===== src/rtl/bt_cmd_pkg.sv =====
// Shared types, command tables and helpers for the BT command scheduler.
package bt_cmd_pkg;

  typedef enum logic [2:0] {
    HOLD  = 3'd0,
    BOOT  = 3'd1,
    ISEND = 3'd2,
    IWAIT = 3'd3,
    IDLE  = 3'd4,
    BSEND = 3'd5,
    BWAIT = 3'd6,
    RERST = 3'd7
  } state_t;

  typedef struct packed {
    logic [4:0] start;
    logic [3:0] len;
  } cmd_entry_t;

  // Init command list issued after the module's boot message.
  localparam cmd_entry_t INIT_TBL [4] = '{
    '{start: 5'd0,  len: 4'd6},
    '{start: 5'd6,  len: 4'd10},
    '{start: 5'd16, len: 4'd0},
    '{start: 5'd16, len: 4'd0}
  };

  // One command per button channel.
  localparam cmd_entry_t BTN_TBL [4] = '{
    '{start: 5'd16, len: 4'd4},
    '{start: 5'd20, len: 4'd4},
    '{start: 5'd24, len: 4'd4},
    '{start: 5'd28, len: 4'd4}
  };

  // Index of the lowest set bit; channel 0 has the highest priority.
  function automatic logic [1:0] lowest_idx(input logic [3:0] v);
    logic [1:0] r;
    r = 2'd0;
    if (v[0]) begin
      r = 2'd0;
    end else if (v[1]) begin
      r = 2'd1;
    end else if (v[2]) begin
      r = 2'd2;
    end else if (v[3]) begin
      r = 2'd3;
    end else begin
      r = 2'd0;
    end
    return r;
  endfunction

endpackage


===== src/rtl/bt_timer.sv =====
// Up-counter with synchronous clear and enable. tc is high during the
// (2^WIDTH-1)-th enabled cycle after a clear, so a state that holds en
// lasts exactly 2^WIDTH-1 cycles when it leaves on tc.
module bt_timer #(
  parameter int WIDTH = 8
) (
  input  logic clk,
  input  logic rst_n,
  input  logic clr,
  input  logic en,
  output logic tc
);

  localparam logic [WIDTH-1:0] TC_VAL = {{(WIDTH-1){1'b1}}, 1'b0};

  logic [WIDTH-1:0] cnt_r;

  // Count enabled cycles; clear has priority over enable.
  always_ff @(posedge clk or negedge rst_n) begin
    if (!rst_n) begin
      cnt_r <= '0;
    end else if (clr) begin
      cnt_r <= '0;
    end else if (en) begin
      cnt_r <= cnt_r + 1'b1;
    end else begin
      cnt_r <= cnt_r;
    end
  end

  assign tc = en && (cnt_r == TC_VAL);

endmodule


===== src/rtl/bt_cmd_sched.sv =====
// BT module command scheduler: power-up hold, boot wait, init sequence,
// then queued button-command service with timeout, retry and re-reset.
module bt_cmd_sched
  import bt_cmd_pkg::*;
#(
  parameter int NUM_BTN       = 4,
  parameter int NUM_INIT      = 2,
  parameter int RST_WAIT_BITS = 17,
  parameter int TIMEOUT_BITS  = 20,
  parameter int MAX_RETRY     = 3
) (
  input  logic               clk,
  input  logic               rst_n,
  input  logic [NUM_BTN-1:0] btn_rel,
  input  logic               resp_rcvd,
  output logic               send,
  output logic [4:0]         cmd_start,
  output logic [3:0]         cmd_len,
  output logic               cmd_n,
  output logic               busy,
  output logic               init_done,
  output logic               err
);

  localparam int RW = (MAX_RETRY < 2) ? 1 : $clog2(MAX_RETRY + 1);
  localparam logic [RW-1:0] RETRY_MAX = RW'(MAX_RETRY);
  localparam logic [1:0]    LAST_IDX  = 2'(NUM_INIT - 1);

  state_t             state_r;
  logic [NUM_BTN-1:0] pending_r;
  logic [1:0]         idx_r;
  logic [RW-1:0]      retry_r;

  logic       hold_tc_s;
  logic       to_tc_s;
  logic       hold_en_s;
  logic       wait_en_s;
  logic       accept_s;
  logic [3:0] pend_ext_s;
  logic [1:0] sel_s;
  logic [3:0] pend_clr_s;
  logic [1:0] idx_inc_s;

  // Timer controls, button acceptance and next-to-serve selection.
  always_comb begin
    hold_en_s  = (state_r == HOLD);
    wait_en_s  = (state_r == BOOT) || (state_r == IWAIT) || (state_r == BWAIT);
    accept_s   = (state_r != HOLD) && (state_r != BOOT) && (state_r != RERST);
    pend_ext_s = 4'b0000;
    pend_ext_s[NUM_BTN-1:0] = pending_r;
    sel_s      = lowest_idx(pend_ext_s);
    pend_clr_s = pend_ext_s & ~(4'b0001 << sel_s);
    idx_inc_s  = idx_r + 2'd1;
  end

  // Timers are cleared whenever their state is not active, so every
  // entry into HOLD or a wait state starts from zero.
  bt_timer #(.WIDTH(RST_WAIT_BITS)) u_hold_tmr (
    .clk   (clk),
    .rst_n (rst_n),
    .clr   (!hold_en_s),
    .en    (hold_en_s),
    .tc    (hold_tc_s)
  );

  bt_timer #(.WIDTH(TIMEOUT_BITS)) u_to_tmr (
    .clk   (clk),
    .rst_n (rst_n),
    .clr   (!wait_en_s),
    .en    (wait_en_s),
    .tc    (to_tc_s)
  );

  // Main sequencer; outputs are set on entry to the state they belong to,
  // so send is high exactly during ISEND/BSEND. A resend reuses the held
  // cmd_start/cmd_len, which still describe the command being retried.
  always_ff @(posedge clk or negedge rst_n) begin
    if (!rst_n) begin
      state_r   <= HOLD;
      pending_r <= '0;
      idx_r     <= 2'd0;
      retry_r   <= '0;
      send      <= 1'b0;
      cmd_start <= 5'd0;
      cmd_len   <= 4'd0;
      cmd_n     <= 1'b1;
      busy      <= 1'b1;
      init_done <= 1'b0;
      err       <= 1'b0;
    end else begin
      send <= 1'b0;
      if (accept_s) begin
        pending_r <= pending_r | btn_rel;
      end else begin
        pending_r <= pending_r;
      end
      case (state_r)
        HOLD: begin
          if (hold_tc_s) begin
            state_r <= BOOT;
            cmd_n   <= 1'b0;
          end
        end
        BOOT: begin
          if (resp_rcvd) begin
            idx_r     <= 2'd0;
            state_r   <= ISEND;
            send      <= 1'b1;
            cmd_start <= INIT_TBL[0].start;
            cmd_len   <= INIT_TBL[0].len;
          end else if (to_tc_s) begin
            state_r <= RERST;
          end
        end
        ISEND: begin
          state_r <= IWAIT;
        end
        IWAIT: begin
          if (resp_rcvd) begin
            retry_r <= '0;
            idx_r   <= idx_inc_s;
            if (idx_r == LAST_IDX) begin
              init_done <= 1'b1;
              busy      <= 1'b0;
              state_r   <= IDLE;
            end else begin
              state_r   <= ISEND;
              send      <= 1'b1;
              cmd_start <= INIT_TBL[idx_inc_s].start;
              cmd_len   <= INIT_TBL[idx_inc_s].len;
            end
          end else if (to_tc_s) begin
            if (retry_r < RETRY_MAX) begin
              retry_r <= retry_r + 1'b1;
              state_r <= ISEND;
              send    <= 1'b1;
            end else begin
              state_r <= RERST;
            end
          end
        end
        IDLE: begin
          if (|pending_r) begin
            // A pulse arriving on the channel being cleared is kept.
            pending_r <= pend_clr_s[NUM_BTN-1:0] | btn_rel;
            state_r   <= BSEND;
            busy      <= 1'b1;
            send      <= 1'b1;
            cmd_start <= BTN_TBL[sel_s].start;
            cmd_len   <= BTN_TBL[sel_s].len;
          end
        end
        BSEND: begin
          state_r <= BWAIT;
        end
        BWAIT: begin
          if (resp_rcvd) begin
            retry_r <= '0;
            busy    <= 1'b0;
            state_r <= IDLE;
          end else if (to_tc_s) begin
            if (retry_r < RETRY_MAX) begin
              retry_r <= retry_r + 1'b1;
              state_r <= BSEND;
              send    <= 1'b1;
            end else begin
              state_r <= RERST;
            end
          end
        end
        RERST: begin
          err       <= 1'b1;
          init_done <= 1'b0;
          pending_r <= '0;
          retry_r   <= '0;
          cmd_n     <= 1'b1;
          state_r   <= HOLD;
        end
        default: begin
          state_r <= RERST;
        end
      endcase
    end
  end

endmodule

===== config.mk =====
export PLATFORM = sky130hd
export DESIGN_NAME = bt_cmd_sched
export DESIGN_NICKNAME = d
export VERILOG_FILES = /design/src/rtl/bt_cmd_pkg.sv /design/src/rtl/bt_timer.sv /design/src/rtl/bt_cmd_sched.sv
export SDC_FILE = /design/constraint.sdc
export NUM_CORES = 1
export LEC_CHECK = 0
export BUFFER_PORTS_ARGS = -buffer_cell sky130_fd_sc_hd__buf_2
export CELL_PAD_IN_SITES_DETAIL_PLACEMENT = 0
export CELL_PAD_IN_SITES_GLOBAL_PLACEMENT = 1
export CORE_UTILIZATION = 45
export DETAILED_ROUTE_END_ITERATION = 10
export PLACE_DENSITY = 0.8
export RECOVER_POWER = 25
export SLEW_MARGIN = 0
export SYNTH_ARGS = -nofsm -noshare
export SYNTH_HDL_FRONTEND = slang
export SYNTH_SLANG_ARGS = --single-unit
export TNS_END_PERCENT = 10

===== constraint.sdc =====
create_clock -name clk -period 4.05 [get_ports clk]
set_clock_uncertainty 0.2 [all_clocks]
set_input_delay 0 -clock clk [delete_from_list [all_inputs] [get_ports clk]]
set_output_delay 0 -clock clk [all_outputs]
set_load 0.03 [all_outputs]

==> metrics.txt <==
Yosys reg bits 59; Setup TNS 0 ns; post-synthesis async set-or-reset flop share 100%; TritonCTS buffer count 9; clk slew on worst S/H paths 0.06 ns; PortBufs 18; first-pass GRT wire length 10.9 mm; run status finished clean; # hold bufs at CTS 6; Tcrit/Tclk final 57.6%; pre-CTS setup slack 1.76 ns; HP Start err; Critical Path End cmd_start[2]; Static Leak 1.44 nW; worst skew pair latency 0.33 ns; cells after synthesis 334; H-tree depth 3; maximum vdd drop 0.403 mV; die area 0.00716 mm2; fin crit period 2.33 ns; setup slack, reg-to-reg 1.72 ns; cell area after synthesis 0.00307 mm2; YS warnings 0; total setup buffers inserted after CTS 0; Vias 2371; Max Buffers Root-to-Sink 2; cell taking the most area after synthesis dfrtp_1; die height 84.6 um; post-route worst setup slack 1.72 ns; WL/cell 14.1 um; Area Overhead vs Synth 11.9%; number of nets in the layout 371; mean post-synth cell area 9.20 um2; TritonRoute pass-1 iters 4; total track usage 19.2%; Synth top area share 46.4%; Final Hold Fails 0; Fin Hold WS 0.287 ns; Rows 29; count of pins over their slew limit 0; Core ar. 0.00646 mm2; Root Buffer clkbuf_8; critical path arrival 2.34 ns; antenna cells 0; number of global-route vias before repair 2275; RSZ-0062 raised after global routing no; Placed Cells 416; Top FF cell, synth dfrtp_1; Hold Crit Class flop to flop; die width 84.6 um; register area share after synthesis 48.1%; io pins 21; DRC 0; DP HPWL 4.10 mm; routed vias/inst 5.41; fmax 429 MHz; EDFF count, synth 0; Power Dens Cells 584 mW/mm2; grt ovf 0; Worst R2R Start state_r[0]; Slew @ Worst Pin 1.41 ns; WS Path Type flop to flop; FILL cells 620; crit-path max FO 21; FF-to-FF path depth 5; reg2reg end cmd_start[2]; crit path capture type flop; starting density of the core 47.6%; Commonest cells post-synth dfrtp_1, nor2_1, a21oi_1, nand2_1, o21ai_0; CP Launch Point state_r[0]; crit path launch type flop; share of post-route cells with drive strength above 1 9.14%; GPL Wtd Cong 0.825; largest net degree at the start of global routing 60; Final Setup Violations 0; Finished Layout Cells 438; Netlist cell types 53; utilization after layout 53.2%; Post-Route WL 6.19 mm; maxcap violations 0; Iteration-0 DRC Markers 75; Sink Count 59; post-CTS sizing 0; slew margin rel. 6.11%; most frequent cell after synthesis dfrtp_1; CTS tree built; initial antenna violation count 0; post-route ant nets 0; critical path required time 4.06 ns; top cells by area, synth dfrtp_1, nor2_1, a21oi_1
worst min-delay path by stage:
stage                                     end  cells past startpoint
after detailed placement    u_to_tmr.cnt_r[3]                      2
final                                     err                      1
after CTS                 u_hold_tmr.cnt_r[6]                      3
after floorplan                    cmd_len[1]                      0
after global placement      u_to_tmr.cnt_r[5]                      2
after global routing                      err                      1
area by class of cell:
type,instances,area (um2),area share [%]
tap,77,96.3,2.80
clock buffer,11,141,4.11
inverter,15,56.3,1.64
sequential,59,1480,43.0
multi-input combinational,245,1460,42.5
clock inverter,5,52.6,1.53
timing repair buffer,26,150,4.37
metrics by stage:
stage          power [mW]  area (um2)
2_1_floorplan        1.32        3080
3_3_place_gp         1.49        3200
3_5_place_dp         1.49        3200
4_1_cts              2.04        3450
5_1_grt              2.15        3440
6_report             2.01        3440
sequential cells by signal, indices dropped and copies added, names as in the netlist:
name	flops
cmd_start	4
cmd_n	1
retry_r	2
idx_r	2
err	1
state_r	3
u_hold_tmr.cnt_r	17
u_to_tmr.cnt_r	20
cmd_len	2
init_done	1
pend_ext_s	4
send	1
busy	1
metal layers:
layer	global-route usage [%]	share of wire (%)
met1	27.8	52
met2	27.9	45
met3	3.83	2.4
met4	8.78	0.89
met5	0	0
worst max-delay path: stages, from the launching register on:
cell and delay, ns:
dfrtp_1 0.70, nor2b_1 0.42, nand2_1 0.24, o22ai_2 0.35, nand4_1 0.15, o311ai_0 0.15
where the power goes:
| part | internal (mW) | switching [mW] |
|---|---|---|
| Combinational | 0.210 | 0.415 |
| Sequential | 0.700 | 0.158 |
| Clock | 0.298 | 0.227 |
placed cells by master (no fill, tap or decap), types with 5 or more instances in the layout:
master | netlist | routed
a21oi_1 | 28 | 28
and3_1 | 5 | 5
buf_2 | 2 | 8
clkbuf_1 | 8 | 11
clkbuf_8 | 0 | 10
dfrtp_1 | 57 | 57
dlygate4sd3_1 | 0 | 6
ha_1 | 8 | 8
inv_1 | 15 | 15
nand2_1 | 24 | 24
nand3_1 | 17 | 17
nand4_1 | 8 | 8
nor2_1 | 47 | 47
nor3_1 | 9 | 9
o21ai_0 | 18 | 18
or3_1 | 5 | 5
xnor2_1 | 14 | 14
xor2_1 | 14 | 14
cells by family after synthesis:
kind of cell	after synthesis	synth area share, %
AO/OA/AOI/OAI	74	14.9
XOR/XNOR	28	7.98
adder cells (fa/ha/maj)	8	3.26
buffers and inverters	31	4.40
flip-flops	59	48.1
multiplexers	1	0.326
other	1	0.122
AND/OR/NAND/NOR	132	20.8
Note: power is estimated with default switching activity, not from simulation.
